$ cat src/rtl/rs_alloc_unit_pkg.sv
// Shared dispatch/RS constants and encodings for the RS allocation slice.
package rs_alloc_unit_pkg;

    localparam int DP_NUM_WIDTH = 2;

    typedef enum logic [1:0] {
        RS_SEL_ALU    = 2'd0,
        RS_SEL_MUL    = 2'd1,
        RS_SEL_LDST   = 2'd2,
        RS_SEL_BRANCH = 2'd3
    } rs_sel_e;

    localparam int RS_ENT_NUM_ALU    = 8;
    localparam int RS_ENT_NUM_MUL    = 4;
    localparam int RS_ENT_NUM_LDST   = 8;
    localparam int RS_ENT_NUM_BRANCH = 4;

endpackage

$ cat src/rtl/rs_alloc_unit_if.sv
// Dispatch/issue/flush bundle between the RS allocator and its neighbours.
interface rs_alloc_unit_if
    import rs_alloc_unit_pkg::*;
#(
    parameter int RS_ENT_NUM = 8,
    parameter int RS_ENT_SEL = 3
);
    logic                    i_rs_req_1;
    logic                    i_rs_req_2;
    logic [DP_NUM_WIDTH-1:0] i_rs_req_num;
    logic                    i_dp_stall;
    logic                    i_issue_vld;
    logic [RS_ENT_SEL-1:0]   i_issue_ptr;
    logic                    i_kill_vld;
    logic [RS_ENT_NUM-1:0]   i_kill_mask;
    logic                    o_we_1;
    logic                    o_we_2;
    logic [RS_ENT_SEL-1:0]   o_wptr_1;
    logic [RS_ENT_SEL-1:0]   o_wptr_2;
    logic                    o_rs_full_stall;
    logic [RS_ENT_SEL:0]     o_free_num;
    logic [RS_ENT_NUM-1:0]   o_ent_vld;

    modport master (
        output i_rs_req_1, i_rs_req_2, i_rs_req_num, i_dp_stall,
        output i_issue_vld, i_issue_ptr, i_kill_vld, i_kill_mask,
        input  o_we_1, o_we_2, o_wptr_1, o_wptr_2,
        input  o_rs_full_stall, o_free_num, o_ent_vld
    );

    modport slave (
        input  i_rs_req_1, i_rs_req_2, i_rs_req_num, i_dp_stall,
        input  i_issue_vld, i_issue_ptr, i_kill_vld, i_kill_mask,
        output o_we_1, o_we_2, o_wptr_1, o_wptr_2,
        output o_rs_full_stall, o_free_num, o_ent_vld
    );

endinterface

$ cat src/rtl/rs_alloc_unit_free_picker.sv
// Two cascaded lowest-zero encoders; issue-select reuses it on the inverted map.
module rs_free_picker #(
    parameter int RS_ENT_NUM = 8,
    parameter int RS_ENT_SEL = $clog2(RS_ENT_NUM)
) (
    input  logic [RS_ENT_NUM-1:0] vld_i,
    output logic [RS_ENT_SEL-1:0] f1_o,
    output logic [RS_ENT_SEL-1:0] f2_o,
    output logic                  have1_o,
    output logic                  have2_o
);

    logic [RS_ENT_NUM-1:0] vld2;

    always_comb begin
        f1_o    = '0;
        have1_o = 1'b0;
        for (int i = RS_ENT_NUM - 1; i >= 0; i--) begin
            if (!vld_i[i]) begin
                f1_o    = RS_ENT_SEL'(i);
                have1_o = 1'b1;
            end
        end
    end

    // Mask off the first pick so the second encoder finds the next zero.
    always_comb begin
        vld2 = vld_i;
        if (have1_o)
            vld2[f1_o] = 1'b1;
    end

    always_comb begin
        f2_o    = '0;
        have2_o = 1'b0;
        for (int i = RS_ENT_NUM - 1; i >= 0; i--) begin
            if (!vld2[i]) begin
                f2_o    = RS_ENT_SEL'(i);
                have2_o = 1'b1;
            end
        end
    end

endmodule

$ cat src/rtl/rs_alloc_unit.sv
// Reservation-station entry allocator: grants up to two free slots per cycle.
module rs_alloc_unit
    import rs_alloc_unit_pkg::*;
#(
    parameter int RS_ENT_NUM = 8,
    parameter int RS_ENT_SEL = 3
) (
    input  logic          i_clk,
    input  logic          i_rst,
    rs_alloc_unit_if.slave bus
);

    logic [RS_ENT_NUM-1:0] ent_vld_q, ent_vld_d;
    logic [RS_ENT_SEL:0]   free_num_q, free_num_d;

    logic [RS_ENT_SEL-1:0] f1, f2;
    logic                  have1, have2;
    logic                  stall, grant;
    logic                  we_1, we_2;
    logic [RS_ENT_SEL-1:0] wptr_2;
    logic [RS_ENT_NUM-1:0] set_mask, clr_mask;
    logic [RS_ENT_SEL:0]   vld_cnt;

    rs_free_picker #(
        .RS_ENT_NUM (RS_ENT_NUM),
        .RS_ENT_SEL (RS_ENT_SEL)
    ) u_picker (
        .vld_i   (ent_vld_q),
        .f1_o    (f1),
        .f2_o    (f2),
        .have1_o (have1),
        .have2_o (have2)
    );

    // All-or-nothing: a pair that does not fit is stalled as a whole.
    assign stall  = (RS_ENT_SEL+1)'(bus.i_rs_req_num) > free_num_q;
    assign grant  = !stall && !bus.i_dp_stall;
    assign we_1   = grant && bus.i_rs_req_1;
    assign we_2   = grant && bus.i_rs_req_2;
    assign wptr_2 = bus.i_rs_req_1 ? f2 : f1;

    always_comb begin
        set_mask = '0;
        if (we_1) set_mask[f1]     = 1'b1;
        if (we_2) set_mask[wptr_2] = 1'b1;
        clr_mask = '0;
        if (bus.i_issue_vld) clr_mask[bus.i_issue_ptr] = 1'b1;
        if (bus.i_kill_vld)  clr_mask = clr_mask | bus.i_kill_mask;
        // Set before clear so a same-cycle squash wins over the grant.
        ent_vld_d = (ent_vld_q | set_mask) & ~clr_mask;
    end

    always_comb begin
        vld_cnt = '0;
        for (int i = 0; i < RS_ENT_NUM; i++)
            vld_cnt = vld_cnt + (RS_ENT_SEL+1)'(ent_vld_d[i]);
        free_num_d = (RS_ENT_SEL+1)'(RS_ENT_NUM) - vld_cnt;
    end

    always_ff @(posedge i_clk) begin
        if (i_rst) begin
            ent_vld_q  <= '0;
            free_num_q <= (RS_ENT_SEL+1)'(RS_ENT_NUM);
        end else begin
            ent_vld_q  <= ent_vld_d;
            free_num_q <= free_num_d;
        end
    end

    assign bus.o_we_1          = we_1;
    assign bus.o_we_2          = we_2;
    assign bus.o_wptr_1        = f1;
    assign bus.o_wptr_2        = wptr_2;
    assign bus.o_rs_full_stall = stall;
    assign bus.o_free_num      = free_num_q;
    assign bus.o_ent_vld       = ent_vld_q;

    a_req_num: assert property (@(posedge i_clk) disable iff (i_rst)
        bus.i_rs_req_num ==
        DP_NUM_WIDTH'(bus.i_rs_req_1) + DP_NUM_WIDTH'(bus.i_rs_req_2));

    a_have1: assert property (@(posedge i_clk) disable iff (i_rst)
        (we_1 || we_2) |-> have1);

    a_have2: assert property (@(posedge i_clk) disable iff (i_rst)
        (we_1 && we_2) |-> have2);

endmodule

$ cat src/flat_wrapper.sv
// flat-port wrapper written by rule: the top's interface ports become plain ports
module rs_alloc_unit_flat import rs_alloc_unit_pkg::*;
#(
    parameter int RS_ENT_NUM = 8,
    parameter int RS_ENT_SEL = 3
)
  (i_clk, i_rst, bus_i_rs_req_1, bus_i_rs_req_2, bus_i_rs_req_num, bus_i_dp_stall, bus_i_issue_vld, bus_i_issue_ptr, bus_i_kill_vld, bus_i_kill_mask, bus_o_we_1, bus_o_we_2, bus_o_wptr_1, bus_o_wptr_2, bus_o_rs_full_stall, bus_o_free_num, bus_o_ent_vld);
  rs_alloc_unit_if #(.RS_ENT_NUM(RS_ENT_NUM), .RS_ENT_SEL(RS_ENT_SEL)) bus_i ();
  input  logic i_clk;
  input  logic i_rst;
  input wire logic [$bits(bus_i.i_rs_req_1)-1:0] bus_i_rs_req_1;
  input wire logic [$bits(bus_i.i_rs_req_2)-1:0] bus_i_rs_req_2;
  input wire logic [$bits(bus_i.i_rs_req_num)-1:0] bus_i_rs_req_num;
  input wire logic [$bits(bus_i.i_dp_stall)-1:0] bus_i_dp_stall;
  input wire logic [$bits(bus_i.i_issue_vld)-1:0] bus_i_issue_vld;
  input wire logic [$bits(bus_i.i_issue_ptr)-1:0] bus_i_issue_ptr;
  input wire logic [$bits(bus_i.i_kill_vld)-1:0] bus_i_kill_vld;
  input wire logic [$bits(bus_i.i_kill_mask)-1:0] bus_i_kill_mask;
  output wire logic [$bits(bus_i.o_we_1)-1:0] bus_o_we_1;
  output wire logic [$bits(bus_i.o_we_2)-1:0] bus_o_we_2;
  output wire logic [$bits(bus_i.o_wptr_1)-1:0] bus_o_wptr_1;
  output wire logic [$bits(bus_i.o_wptr_2)-1:0] bus_o_wptr_2;
  output wire logic [$bits(bus_i.o_rs_full_stall)-1:0] bus_o_rs_full_stall;
  output wire logic [$bits(bus_i.o_free_num)-1:0] bus_o_free_num;
  output wire logic [$bits(bus_i.o_ent_vld)-1:0] bus_o_ent_vld;
  assign bus_i.i_rs_req_1 = bus_i_rs_req_1;
  assign bus_i.i_rs_req_2 = bus_i_rs_req_2;
  assign bus_i.i_rs_req_num = bus_i_rs_req_num;
  assign bus_i.i_dp_stall = bus_i_dp_stall;
  assign bus_i.i_issue_vld = bus_i_issue_vld;
  assign bus_i.i_issue_ptr = bus_i_issue_ptr;
  assign bus_i.i_kill_vld = bus_i_kill_vld;
  assign bus_i.i_kill_mask = bus_i_kill_mask;
  assign bus_o_we_1 = bus_i.o_we_1;
  assign bus_o_we_2 = bus_i.o_we_2;
  assign bus_o_wptr_1 = bus_i.o_wptr_1;
  assign bus_o_wptr_2 = bus_i.o_wptr_2;
  assign bus_o_rs_full_stall = bus_i.o_rs_full_stall;
  assign bus_o_free_num = bus_i.o_free_num;
  assign bus_o_ent_vld = bus_i.o_ent_vld;
  rs_alloc_unit #(.RS_ENT_NUM(RS_ENT_NUM), .RS_ENT_SEL(RS_ENT_SEL)) u_core (.i_clk(i_clk), .i_rst(i_rst), .bus(bus_i));
endmodule
$ cat config.mk
export PLATFORM = sky130hd
export DESIGN_NAME = rs_alloc_unit_flat
export DESIGN_NICKNAME = d
export VERILOG_FILES = /design/src/rtl/rs_alloc_unit_pkg.sv /design/src/rtl/rs_alloc_unit_if.sv /design/src/rtl/rs_alloc_unit_free_picker.sv /design/src/rtl/rs_alloc_unit.sv /design/src/flat_wrapper.sv
export SDC_FILE = /design/constraint.sdc
export NUM_CORES = 1
export LEC_CHECK = 0
export ABC_AREA = 1
export CORE_MARGIN = 4
export CORE_UTILIZATION = 41
export DETAILED_ROUTE_END_ITERATION = 8
export PLACE_DENSITY = 0.72
export SKIP_CTS_REPAIR_TIMING = 1
export SLEW_MARGIN = 0
export SYNTH_ARGS = -nofsm -noshare
export SYNTH_HDL_FRONTEND = slang
export SYNTH_SLANG_ARGS = --single-unit
$ cat constraint.sdc
create_clock -name i_clk -period 3.8 [get_ports i_clk]
set_clock_uncertainty 0.15 [all_clocks]
set_input_delay 0.57 -clock i_clk [delete_from_list [all_inputs] [get_ports i_clk]]
set_output_delay 0.57 -clock i_clk [all_outputs]
set_load 0.005 [all_outputs]
; Yosys cells after proc, flatten, opt, wreduce, memory -nomap -nowiden
; Index checks and enable logic that the tools add are counted.
[totals]
reg_bits = 12
in_bits = 20
out_inout_bits = 21
[op_classes]
addsub = 8
n_lt_le_gt_ge = 7
n_mux = 36
bitwise = 6
n_reduce_logical = 8
[op_table]
columns = operator, count
row1 = $mux 3, 17
row2 = $mux 8, 5
row3 = $or 8x8->8, 4
row4 = $add 4x1->4, 6
row5 = $lt 3x4->1 const B, 3
row6 = $mux 1, 11
row7 = $demux 1 s3, 3
row8 = $ge 3x1->1 const B, 3
row9 = $and 8x8->8, 1
row10 = $not 8->8, 1
row11 = $logic_and 1x1->1, 6
row12 = $gt 2x4->1, 1
row13 = $sub 4x4->4 const A, 1
row14 = $add 1x1->2, 1
row15 = $logic_not 1->1, 2

; Logic depth before layout (Yosys ltp)
; Gate-level depths: netlist of run 1.
[depth]
depth_word = 39
depth_mapped = 32

; By module
; Synthesis of run 1 repeated with hierarchy kept, for this count alone.
[hier_totals]
cells_unflattened = 222
hier_area_um2 = 1291.2
[modules_own_cells]
columns = module, n_inst, cells_each, area_each_um2, seq_area_each_um2
row1 = rs_alloc_unit, 1, 174, 1071.0, 240.2
row2 = rs_free_picker, 1, 48, 220.2, 0.0

; Worst setup path before layout of run 1
; No wires, ideal clock.
[synth_timing]
path_kind = input port to flip-flop
start = input bus_i_rs_req_num[1]
end = register u_core.free_num_q[2], in the netlist u_core.bus.o_free_num[2]
setup_time_ns = 0.132
arrival_time_ns = 3.702
required_time_ns = 3.518
path_slack_ns = -0.184
cell_stages = 19
path_buffers = 0
cell_sequence = ha_1 -> a21oi_1 -> a2111o_1 -> inv_1 -> nor2_1 -> inv_1 -> nor2_1 -> o21ai_0 -> nand2_1 -> nand2_2 -> fa_1 -> inv_1 -> ha_1 -> inv_1 -> fa_1 -> fa_1 -> ha_1 -> inv_1 -> nor2_1
[synth_via]
elab_chain_len = 17
word_cells_on_any_way = 18
classes_between = 8 x add/sub / 1 x order compare / 2 x mux / 3 x bitwise / 4 x reduce/logical
[synth_rtl]
columns = element, line
row1 = start: declaration, flat_wrapper.sv:13  ; input wire logic [$bits(bus_i.i_rs_req_num)-1:0] bus_i_rs_req_num;
row2 = $gt 2x4->1 *, rs_alloc_unit.sv:36  ; assign stall = (RS_ENT_SEL+1)'(bus.i_rs_req_num) > free_num_q;
row3 = named net bus_o_rs_full_stall, flat_wrapper.sv:23  ; output wire logic [$bits(bus_i.o_rs_full_stall)-1:0] bus_o_rs_full_stall;
row4 = $logic_not 1->1 *, rs_alloc_unit.sv:37  ; assign grant = !stall && !bus.i_dp_stall;
row5 = $logic_and 1x1->1 *, rs_alloc_unit.sv:37
row6 = $logic_and 1x1->1 *, rs_alloc_unit.sv:38  ; assign we_1 = grant && bus.i_rs_req_1;
row7 = named net bus_o_we_1, flat_wrapper.sv:19  ; output wire logic [$bits(bus_i.o_we_1)-1:0] bus_o_we_1;
row8 = $mux 8 *, rs_alloc_unit.sv:44  ; if (we_1) set_mask[f1] = 1'b1;
row9 = $or 8x8->8 (no line), --
row10 = $mux 8 *, rs_alloc_unit.sv:45  ; if (we_2) set_mask[wptr_2] = 1'b1;
row11 = $or 8x8->8 *, rs_alloc_unit.sv:50  ; ent_vld_d = (ent_vld_q | set_mask) & ~clr_mask;
row12 = $and 8x8->8 *, rs_alloc_unit.sv:50
row13 = $add 1x1->2, rs_alloc_unit.sv:56  ; vld_cnt = vld_cnt + (RS_ENT_SEL+1)'(ent_vld_d[i]);
row14 = $add 4x1->4 (5 in a row), rs_alloc_unit.sv:56
row15 = $add 4x1->4 *, rs_alloc_unit.sv:56
row16 = $sub 4x4->4 *, rs_alloc_unit.sv:57  ; free_num_d = (RS_ENT_SEL+1)'(RS_ENT_NUM) - vld_cnt;
row17 = named net u_core.free_num_d[2], rs_alloc_unit.sv:14  ; logic [RS_ENT_SEL:0] free_num_q, free_num_d;
row18 = end signal: assignment, rs_alloc_unit.sv:63  ; free_num_q <= (RS_ENT_SEL+1)'(RS_ENT_NUM);
row19 = end signal: assignment, rs_alloc_unit.sv:66  ; free_num_q <= free_num_d;
row20 = end: declaration, rs_alloc_unit.sv:14
; The timed path passes the listed nets; every way through them passes the cells marked *.
; A chain may end at the register's enable or synchronous reset.

; Final worst setup path of run 1
[layout_timing]
start = register u_core.ent_vld_q[7], in the netlist u_core.bus.o_ent_vld[7]
end = register u_core.free_num_q[2], in the netlist u_core.bus.o_free_num[2]
[layout_via]
elab_chain_len = 39
word_cells_on_any_way = 50
classes_between = 8 x add/sub / 4 x order compare / 32 x mux / 4 x bitwise / 2 x reduce/logical
[layout_rtl]
columns = element, line
row1 = start: declaration, rs_alloc_unit.sv:13  ; logic [RS_ENT_NUM-1:0] ent_vld_q, ent_vld_d;
row2 = start signal: assignment, rs_alloc_unit.sv:65  ; ent_vld_q <= ent_vld_d;
row3 = $mux 3 (8 in a row), rs_alloc_unit_free_picker.sv:19  ; if (!vld_i[i]) begin
row4 = $lt 3x4->1 (implied by the code) / $ge 3x1->1 (equally long branches), "rs_alloc_unit_free_picker.sv:30, rs_alloc_unit.sv:44"
row5 = $logic_and 1x1->1 (implied by the code), "rs_alloc_unit_free_picker.sv:30, rs_alloc_unit.sv:44"
row6 = $mux 1 (implied by the code), "rs_alloc_unit_free_picker.sv:30, rs_alloc_unit.sv:44"
row7 = $demux 1 s3, --
row8 = $or 8x8->8 (no line), --
row9 = $mux 8, rs_alloc_unit_free_picker.sv:29  ; if (have1_o)
row10 = $mux 3 (8 in a row), rs_alloc_unit_free_picker.sv:37  ; if (!vld2[i]) begin
row11 = [... 6 more ...], --
row12 = $mux 8, rs_alloc_unit.sv:45
row13 = $or 8x8->8 *, rs_alloc_unit.sv:50
row14 = $and 8x8->8 *, rs_alloc_unit.sv:50
row15 = $add 1x1->2, rs_alloc_unit.sv:56
row16 = $add 4x1->4 (5 in a row), rs_alloc_unit.sv:56
row17 = $add 4x1->4 *, rs_alloc_unit.sv:56
row18 = $sub 4x4->4 *, rs_alloc_unit.sv:57
row19 = named net u_core.free_num_d[2], rs_alloc_unit.sv:14
; Marks and branches as above.

==> impl_metrics.yaml, run 1 <==
pwr:
  power.total_uw: 447
  peakVddDrop_uv: 225
  p_per_area_mw_per_mm2: 212
  leakage_uw: 0.00101
timing:
  period_needed_ps: 3890
  finalCritPeriodShare: 1.02
  hold_violations: 0
  fmaxAchievable_mhz: 257
  drv_slew: 0
  rsz0062_at_grt: "yes"
  timing.final.ws_setup_ps: -94.8
  worstMarginPinSlew_ps: 551
  slew_headroom: 0.632
  hold_slack_ps: 619
  setup_violations: 3
setup_path:
  criticalPathCategory: "reg2reg"
  crit_start: "u_core.bus.o_ent_vld[7]"
  cp-end-kind: "flip-flop"
  cp.arrival_ps: 3900
  r2r-start: "u_core.bus.o_ent_vld[7]"
  critical_path_required_ps: 3810
  cp-start-kind: "flip-flop"
  crit_path_max_fanout: 3
synth:
  yosysTopAreaCell: "dfxtp_1"
  ys_async_sr_fraction: 0
  ys.flop_type: "dfxtp_1"
  synth_edf_count: 0
  synthTopCellsByArea: "dfxtp_1 20%, nand2_1 14%, inv_1 12%"
  synth_top_area_frac: 0.197
  synth_seq_cells: 12
  ys_seq_area_frac: 0.197
  netlist_top_cells_count: "46 x nand2_1, 40 x inv_1, 22 x nor2_1"
  synth.most_common_cell: "nand2_1"
  yosysWarnings: 0
  synth_area_mm2: 0.00122
  synth.distinct_cells: 23
  syn_inst: 197
  syn-mean-instance-area_um2: 6.20
  synth_nets: 230
clocking:
  clock_tree.htree_level_count: 1
  clock_path_buffers: 2
  clkLatencyLatePin_ps: 280
  cts-root-buf: "clkbuf_4"
  clk_pin_slew_ps: 80
  numCtsBuffers: 3
  cts_tree: "done"
  clock-sinks: 12
finish:
  areaGrowthSynthToFinish_pct: 72.7
  layout-drive-gt1-share: 0.361
  design_area_mm2: 0.00211
  n_antenna_cell: 0
  nNetsFinal: 308
floorplan:
  dieHeight_um: 62.6
  die-width_um: 62.6
  core_mm2: 0.00281
  start_util: 0.435
  io_pins: 41
  dieArea_mm2: 0.00392
  rows: 19
worst_hold_path:
  hp-start: "u_core.bus.o_ent_vld[1]"
  hold_class: "reg2reg"
grt:
  grt_max_degree: 13
  grt_pass1_wl_um: 5380
  grt_usage: 0.167
  grt_overflow: 0
  grt_pass1_vias: 1308
  antenna_found_initial: 0
routing:
  drt-vias-per-instance: 4.74
  drt_wl_total_um: 3510
  ant_nets: 0
  remaining_drc_errors: 0
  drt-initial-drc-count: 98
  first_pass_iters: 4
  vias: 1447
  wl_per_cell_um: 11.5
status:
  status: "finished, violations left"
  failed_checks: "negative setup slack"
placement:
  io_buffers: 40
  hpwl_um: 2800
  gp_congestion: 0.880
  dpl_cell_area_mm2: 0.00190
job:
  max_cap_violations: 0
==> kinds of logic after synthesis <==
family | Yosys count | share of synthesized area
and+or+nand+nor | 103 | 0.389
buffers and inverters | 45 | 0.139
AOI/OAI and AO/OA | 24 | 0.123
adders and majority gates | 13 | 0.152
DFF | 12 | 0.197
==> per-layer routing <==
layer | vias to the layer above | wire length [um] | global-route usage
met5 | - | 0 | 0
met4 | 0 | 88 | 0.0606
met3 | 7 | 195 | 0.0234
met2 | 44 | 1670 | 0.293
met1 | 632 | 1550 | 0.205
li1 | 764 | - | -
==> worst max-delay path, stage by stage, from the launching register on <==
cell and delay, ps:
dfxtp_4 370, inv_2 50, nand2_1 40, nand2_1 50
nand2_1 40, nand2_1 70, buf_4 100, nand4_1 90
a21oi_1 220, nand3_1 150, a21boi_1 290, nor2_4 50
nand4_1 80, nand2_1 80, nand2_2 80, fa_2 470
ha_4 180, fa_1 480, fa_2 400, ha_4 250
inv_2 40, nor2_1 30
==> cell type report <==
cell class                      count  area, um2
Clock buffer                        4       36.3
Inverter                           43        163
Timing Repair Buffer               75        668
Fill cell                         218        696
Sequential cell                    12        246
Multi-Input combinational cell    140        957
Tap cell                           31       38.8
==> layout by cell type (no fill, tap or decap), types with 3 or more instances in the layout <==
master	n
dfxtp_1	9
buf_4	35
nor2_2	7
nor2_4	5
ha_4	5
nand2_2	18
ha_1	5
clkbuf_4	3
inv_2	10
nor2_1	17
clkdlybuf4s50_1	38
inv_1	32
nand4_1	5
nand3_1	7
a21oi_1	7
nand2_1	41
o21ai_2	3
==> power breakdown <==
part	switching (uW)	internal, uW	leakage, uW
Sequential	7.04	135	0.0000997
Combinational	91.5	110	0.000892
Clock	44.4	58.3	0.0000210
Total	143	304	0.00101
==> metrics by stage <==
step	setup WS [ps]	utilization	std cells	setup TNS, ps
2_1_floorplan	2.15	-	197	0
4_1_cts	-265	0.691	301	-678
3_3_place_gp	-496	0.678	297	-1380
6_report	-94.8	0.752	305	-166
5_1_grt	-410	0.752	305	-1130
3_5_place_dp	-579	0.678	297	-1580
==> sequential cells by signal, indices dropped and copies added (netlist names) <==
signal and flops:
u_core.bus.o_ent_vld 8, u_core.bus.o_free_num 4
==> path summary, 6_finish.rpt <==
check / cells past startpoint / slack, ps / end
worst min-delay path: 5 / 620 / u_core.bus.o_ent_vld[1]
worst max register to register: 21 / -90 / u_core.bus.o_free_num[2]
worst max-delay path: 21 / -90 / u_core.bus.o_free_num[2]
worst min register to register: 5 / 620 / u_core.bus.o_ent_vld[1]
Note: power is estimated with default switching activity, not from simulation.
==> run 2: changes to the inputs <==
Settings changed: HOLD_SLACK_MARGIN from default to 0.08.
==> results of run 2 <==
Final layout, timing and power as in run 1 (identical DEF).
==> run 3: changes to the inputs <==
Settings changed: CORE_MARGIN 4 to 8, CORE_UTILIZATION 41 to 43, CTS_BUF_LIST from default to sky130_fd_sc_hd__clkbuf_8, PLACE_DENSITY 0.72 to 0.75.
==> run 3 against run 2 <==
The run still ends with negative setup slack left. Core utilization is 2.2 points higher. Critical path type unchanged. Critical endpoint unchanged. Via count grew 2.8%. Total power up 8.0%. Largest cell class unchanged. Final area is 0.30% higher. Highest routed layer unchanged. Final cell count increased by 0.66%. Sequential cell count stayed put.
==> impl_metrics.yaml, run 3 (synthesis gave the netlist of run 1 again) <==
finish:
  layout-drive-gt1-share: 0.355
  fillers: 214
  register_area_um2: 244
  nNetsFinal: 310
  design_area_mm2: 0.00212
  layout_common_cells: "38 x nand2_1, 38 x clkdlybuf4s50_1, 37 x buf_4"
  multiInputGateArea_um2: 932
  largest_reg_flops: 8
  n_antenna_cell: 0
  areaGrowthSynthToFinish_pct: 73.3
setup_path:
  criticalPathCategory: "reg2reg"
  cp-start-kind: "flip-flop"
  crit_path_max_fanout: 3
  crit_family: "adder cells"
  crit_slowest_cell: "fa_2"
  cpMostUsedCell: "nand2_2"
  critical_path_required_ps: 3770
  slowest_delay_ps: 610
  crit_buf_inv: 2
  cp-end-kind: "flip-flop"
  cp.arrival_ps: 3880
  crit_path_cell_trace: "nand2_1, nand3_1, nand3_1, nand2_1, nor2_2, nand2_2, nand2_2, nand2_1, inv_1, nand2_1, nand2_2, nand2_4, nor2_4, nand3_2, nand2_2, nand2_2, fa_2, ha_4, fa_1, fa_2, ha_4, inv_2, nor2_2"
placement:
  hpwl_um: 3070
  gp_congestion: 0.920
  dpl_cell_area_mm2: 0.00191
  io_buffers: 40
routing:
  drt-vias-per-instance: 4.84
  drt-initial-drc-count: 62
  first_pass_iters: 4
  wl_per_cell_um: 12.9
  remaining_drc_errors: 0
  drt_wl_total_um: 3970
  vias: 1487
  ant_nets: 0
grt:
  grt_max_degree: 13
  grt_pass1_wl_um: 6310
  grt_usage: 0.155
  grt_pass1_vias: 1461
  grt_overflow: 0
  antenna_found_initial: 0
timing:
  finalCritPeriodShare: 1.03
  setup_violations: 3
  fin_setup_tns_ps: -229
  timing.final.ws_setup_ps: -106
  period_needed_ps: 3910
  worstMarginPinSlew_ps: 546
  fmaxAchievable_mhz: 256
  hold_violations: 0
  slew_headroom: 0.635
  drv_slew: 0
  rsz0062_at_grt: "yes"
floorplan:
  die-width_um: 69.3
  io_pins: 41
  dieHeight_um: 69.3
  start_util: 0.447
  core_mm2: 0.00273
  rows: 19
  dieArea_mm2: 0.00480
pwr:
  leakage_uw: 0.00104
  p_per_area_mw_per_mm2: 228
  peakVddDrop_uv: 260
  power.total_uw: 482
clocking:
  cts_tree: "done"
  clock-sinks: 12
  numCtsBuffers: 3
  cts-root-buf: "clkbuf_8"
  clock_path_buffers: 2
  clk_pin_slew_ps: 50
  clock_tree.htree_level_count: 1
  clkLatencyLatePin_ps: 240
status:
  status: "finished, violations left"
  failed_checks: "negative setup slack"
job:
  max_cap_violations: 0
worst_hold_path:
  hold_class: "reg2reg"
==> run 3: worst reg2reg max path, stage by stage (launching register included) <==
cell and delay [ps]:
dfxtp_2 340, nand2_1 100, nand3_1 110, nand3_1 90
nand2_1 80, nor2_2 150, nand2_2 90, nand2_2 60
nand2_1 80, inv_1 60, nand2_1 50, nand2_2 90
nand2_4 60, nor2_4 120, nand3_2 100, nand2_2 90
nand2_2 60, fa_2 610, ha_4 140, fa_1 440
fa_2 390, ha_4 250, inv_2 50, nor2_2 20
==> run 3: report_power, final <==
group | leakage [uW] | total (uW) | switching (uW) | internal (uW)
Sequential | 0.0000994 | 143 | 6.70 | 137
Clock | 0.0000288 | 139 | 47.1 | 91.5
Combinational | 0.000914 | 200 | 93.3 | 107
Total | 0.00104 | 482 | 147 | 335
==> run 3: cell type report <==
type,instances,area share
Sequential cell,12,0.115
Inverter,43,0.0769
Multi-Input combinational cell,140,0.441
Clock buffer,4,0.0260
Timing Repair Buffer,77,0.323
Tap cell,31,0.0183
==> run 3: layer usage <==
| metal | global-route usage | share of wire | up-vias |
|---|---|---|---|
| li1 | - | - | 769 |
| met1 | 0.174 | 0.42 | 669 |
| met2 | 0.266 | 0.52 | 40 |
| met3 | 0.0315 | 0.042 | 9 |
| met4 | 0.0820 | 0.024 | 0 |
| met5 | 0 | 0 | - |
==> run 3: path summary, 6_finish.rpt <==
kind	startpoint	slack, ps	depth (start not counted)	end
hold reg to reg	u_core.bus.o_ent_vld[3]	580	4	u_core.bus.o_ent_vld[3]
setup reg to reg	u_core.bus.o_ent_vld[7]	-110	23	u_core.bus.o_free_num[2]
hold / removal	u_core.bus.o_ent_vld[3]	580	4	u_core.bus.o_ent_vld[3]
setup / recovery	u_core.bus.o_ent_vld[7]	-110	23	u_core.bus.o_free_num[2]
==> run 3: stage by stage <==
step / cells / util / hold WS, ps / setup WS, ps
floorplan: 197 / - / 487 / 2.15
global placement: 298 / 0.699 / 565 / -511
detailed placement: 298 / 0.699 / 574 / -570
CTS: 302 / 0.719 / 592 / -365
global route: 307 / 0.774 / 613 / -361
finish: 307 / 0.774 / 576 / -106
==> variant (config.mk and constraints of run 1) <==
Reset style: asynchronous (`i_rst`), changed in one clocked block.
--- a/src/rtl/rs_alloc_unit.sv
+++ b/src/rtl/rs_alloc_unit.sv
@@ -59,3 +59,3 @@
 
-    always_ff @(posedge i_clk) begin
+    always_ff @(posedge i_clk or posedge i_rst) begin
         if (i_rst) begin
Formal check against the unedited RTL: differs if i_rst is asserted again (counterexample within 4 cycles, from zero or initial values and one cycle with i_rst high); with i_rst held inactive, the same outputs for 10 cycles.
==> variant against run 1 <==
The flow still finishes with violations (negative setup slack). Utilization up 2.0 points. Final area grew 4.4%. Wire length is 16% higher. Count of clock-buffer cells in the layout unchanged. Maximum frequency decreased by 3.2%. Highest routed layer unchanged. Sequential cell count unchanged. Setup slack got worse by 0.13 ns. Area after synthesis grew 3.1%.
Power is not compared: it rests on default switching activity, and its combinational part moved more than twofold at a synthesized area within 25%.
==> variant: results (changes against run 1) <==
status: "finished, violations left"  # unchanged
violations: "negative setup slack"  # unchanged
p_leak_uw: 0.001056
synth_compound_area_frac: 0.1541  # was 0.1230
final_layout_size_suffix_gt1_frac: 0.4280  # was 0.3613
n_antenna_cell: 0  # unchanged
synth-xor-area-share: 0.006958  # was 0
yosysSeqAreaShare: 0.2396  # was 0.1967
largest_reg_flops: 8  # unchanged
grt_pass1_vias: 1485  # was 1308
ys_top_cells_by_count: "nand2_1, inv_1, nand2_2, dfrtp_1, nand3_1"  # was nand2_1, inv_1, nor2_1, nand2_2, dfxtp_1
cpPeakStageDelay_ns: 0.55  # was 0.48 ns
setup_slack_ns: -0.2224  # was -0.09480 ns
grt_pass1_wl_mm: 6.541  # was 5.375 mm
ys_top_cells_by_area: "dfrtp_1, nand2_1, inv_1"  # was dfxtp_1, nand2_1, inv_1
synthArstFlopShare: 1.000  # was 0
drtIter0Drc: 65  # was 98
dp_cells: 278  # was 297
hold_path_class: "primary input to async pin"  # was register to register
arrival_ns: 4.07  # was 3.90 ns
viasPerCell: 5.073  # was 4.744
clockBufferDepth: 2  # unchanged
reg2reg_depth: 25  # was 21
tightestPinTransition_ns: 0.4128  # was 0.5509 ns
grt_usage: 0.2041  # was 0.1666
hpwl_mm: 3.254  # was 2.797 mm
fillers: 207  # was 218
crit_slowest_cell: "fa_2"  # was fa_1
tns_ns: -0.4176  # was -0.1660 ns
critPathCapture: "u_core.bus.o_free_num[3]$_DFF_PP1_"  # was u_core.bus.o_free_num[2]$_SDFF_PP0_
crit_fanout: 4  # was 3
ys_types: 28  # was 23
setup_viol: 3  # unchanged
syn_inst: 176  # was 197
synth_adder_area_share: 0.1471  # was 0.1516
crit_start: "u_core.bus.o_ent_vld[7]$_DFF_PP0_"  # was u_core.bus.o_ent_vld[7]$_SDFF_PP0_
syn_nets: 209  # was 230
routed_wl_mm: 4.080  # was 3.507 mm
post_drt_wl_per_cell_um: 14.17  # was 11.50 um
nets: 291  # was 308
place_congestion: 0.8585  # was 0.8799
## variant: through the flow
step	hold WS, ns	worst slack, ns	utilization	power [uW]	area [um2]
2_1_floorplan	0.2840	0.007221	-	450.0	1279
3_3_place_gp	0.4986	-0.5556	0.6851	714.3	1954
3_5_place_dp	0.4910	-0.7372	0.6851	743.9	1954
5_1_grt	0.5130	-0.4683	0.7724	1011	2203
4_1_cts	0.4740	-0.4651	0.6978	840.4	1991
6_report	0.4563	-0.2224	0.7724	929.3	2203
## variant: metal layers
metal,up-vias,routed length (um),GRT usage
met5,-,0,0
met2,48,2085,0.3781
met3,11,167,0.01776
li1,725,-,-
met1,677,1700,0.2304
met4,0,126,0.1024
## variant: final cells by class
type | count | area, um2 | share of cell area
sequential | 12 | 301.5 | 0.1369
clock buffer | 4 | 36.28 | 0.01647
inverter | 37 | 140.1 | 0.06360
timing repair buffer | 78 | 694.4 | 0.3152
multi-input combinational | 126 | 992.2 | 0.4503
tap | 31 | 38.79 | 0.01760
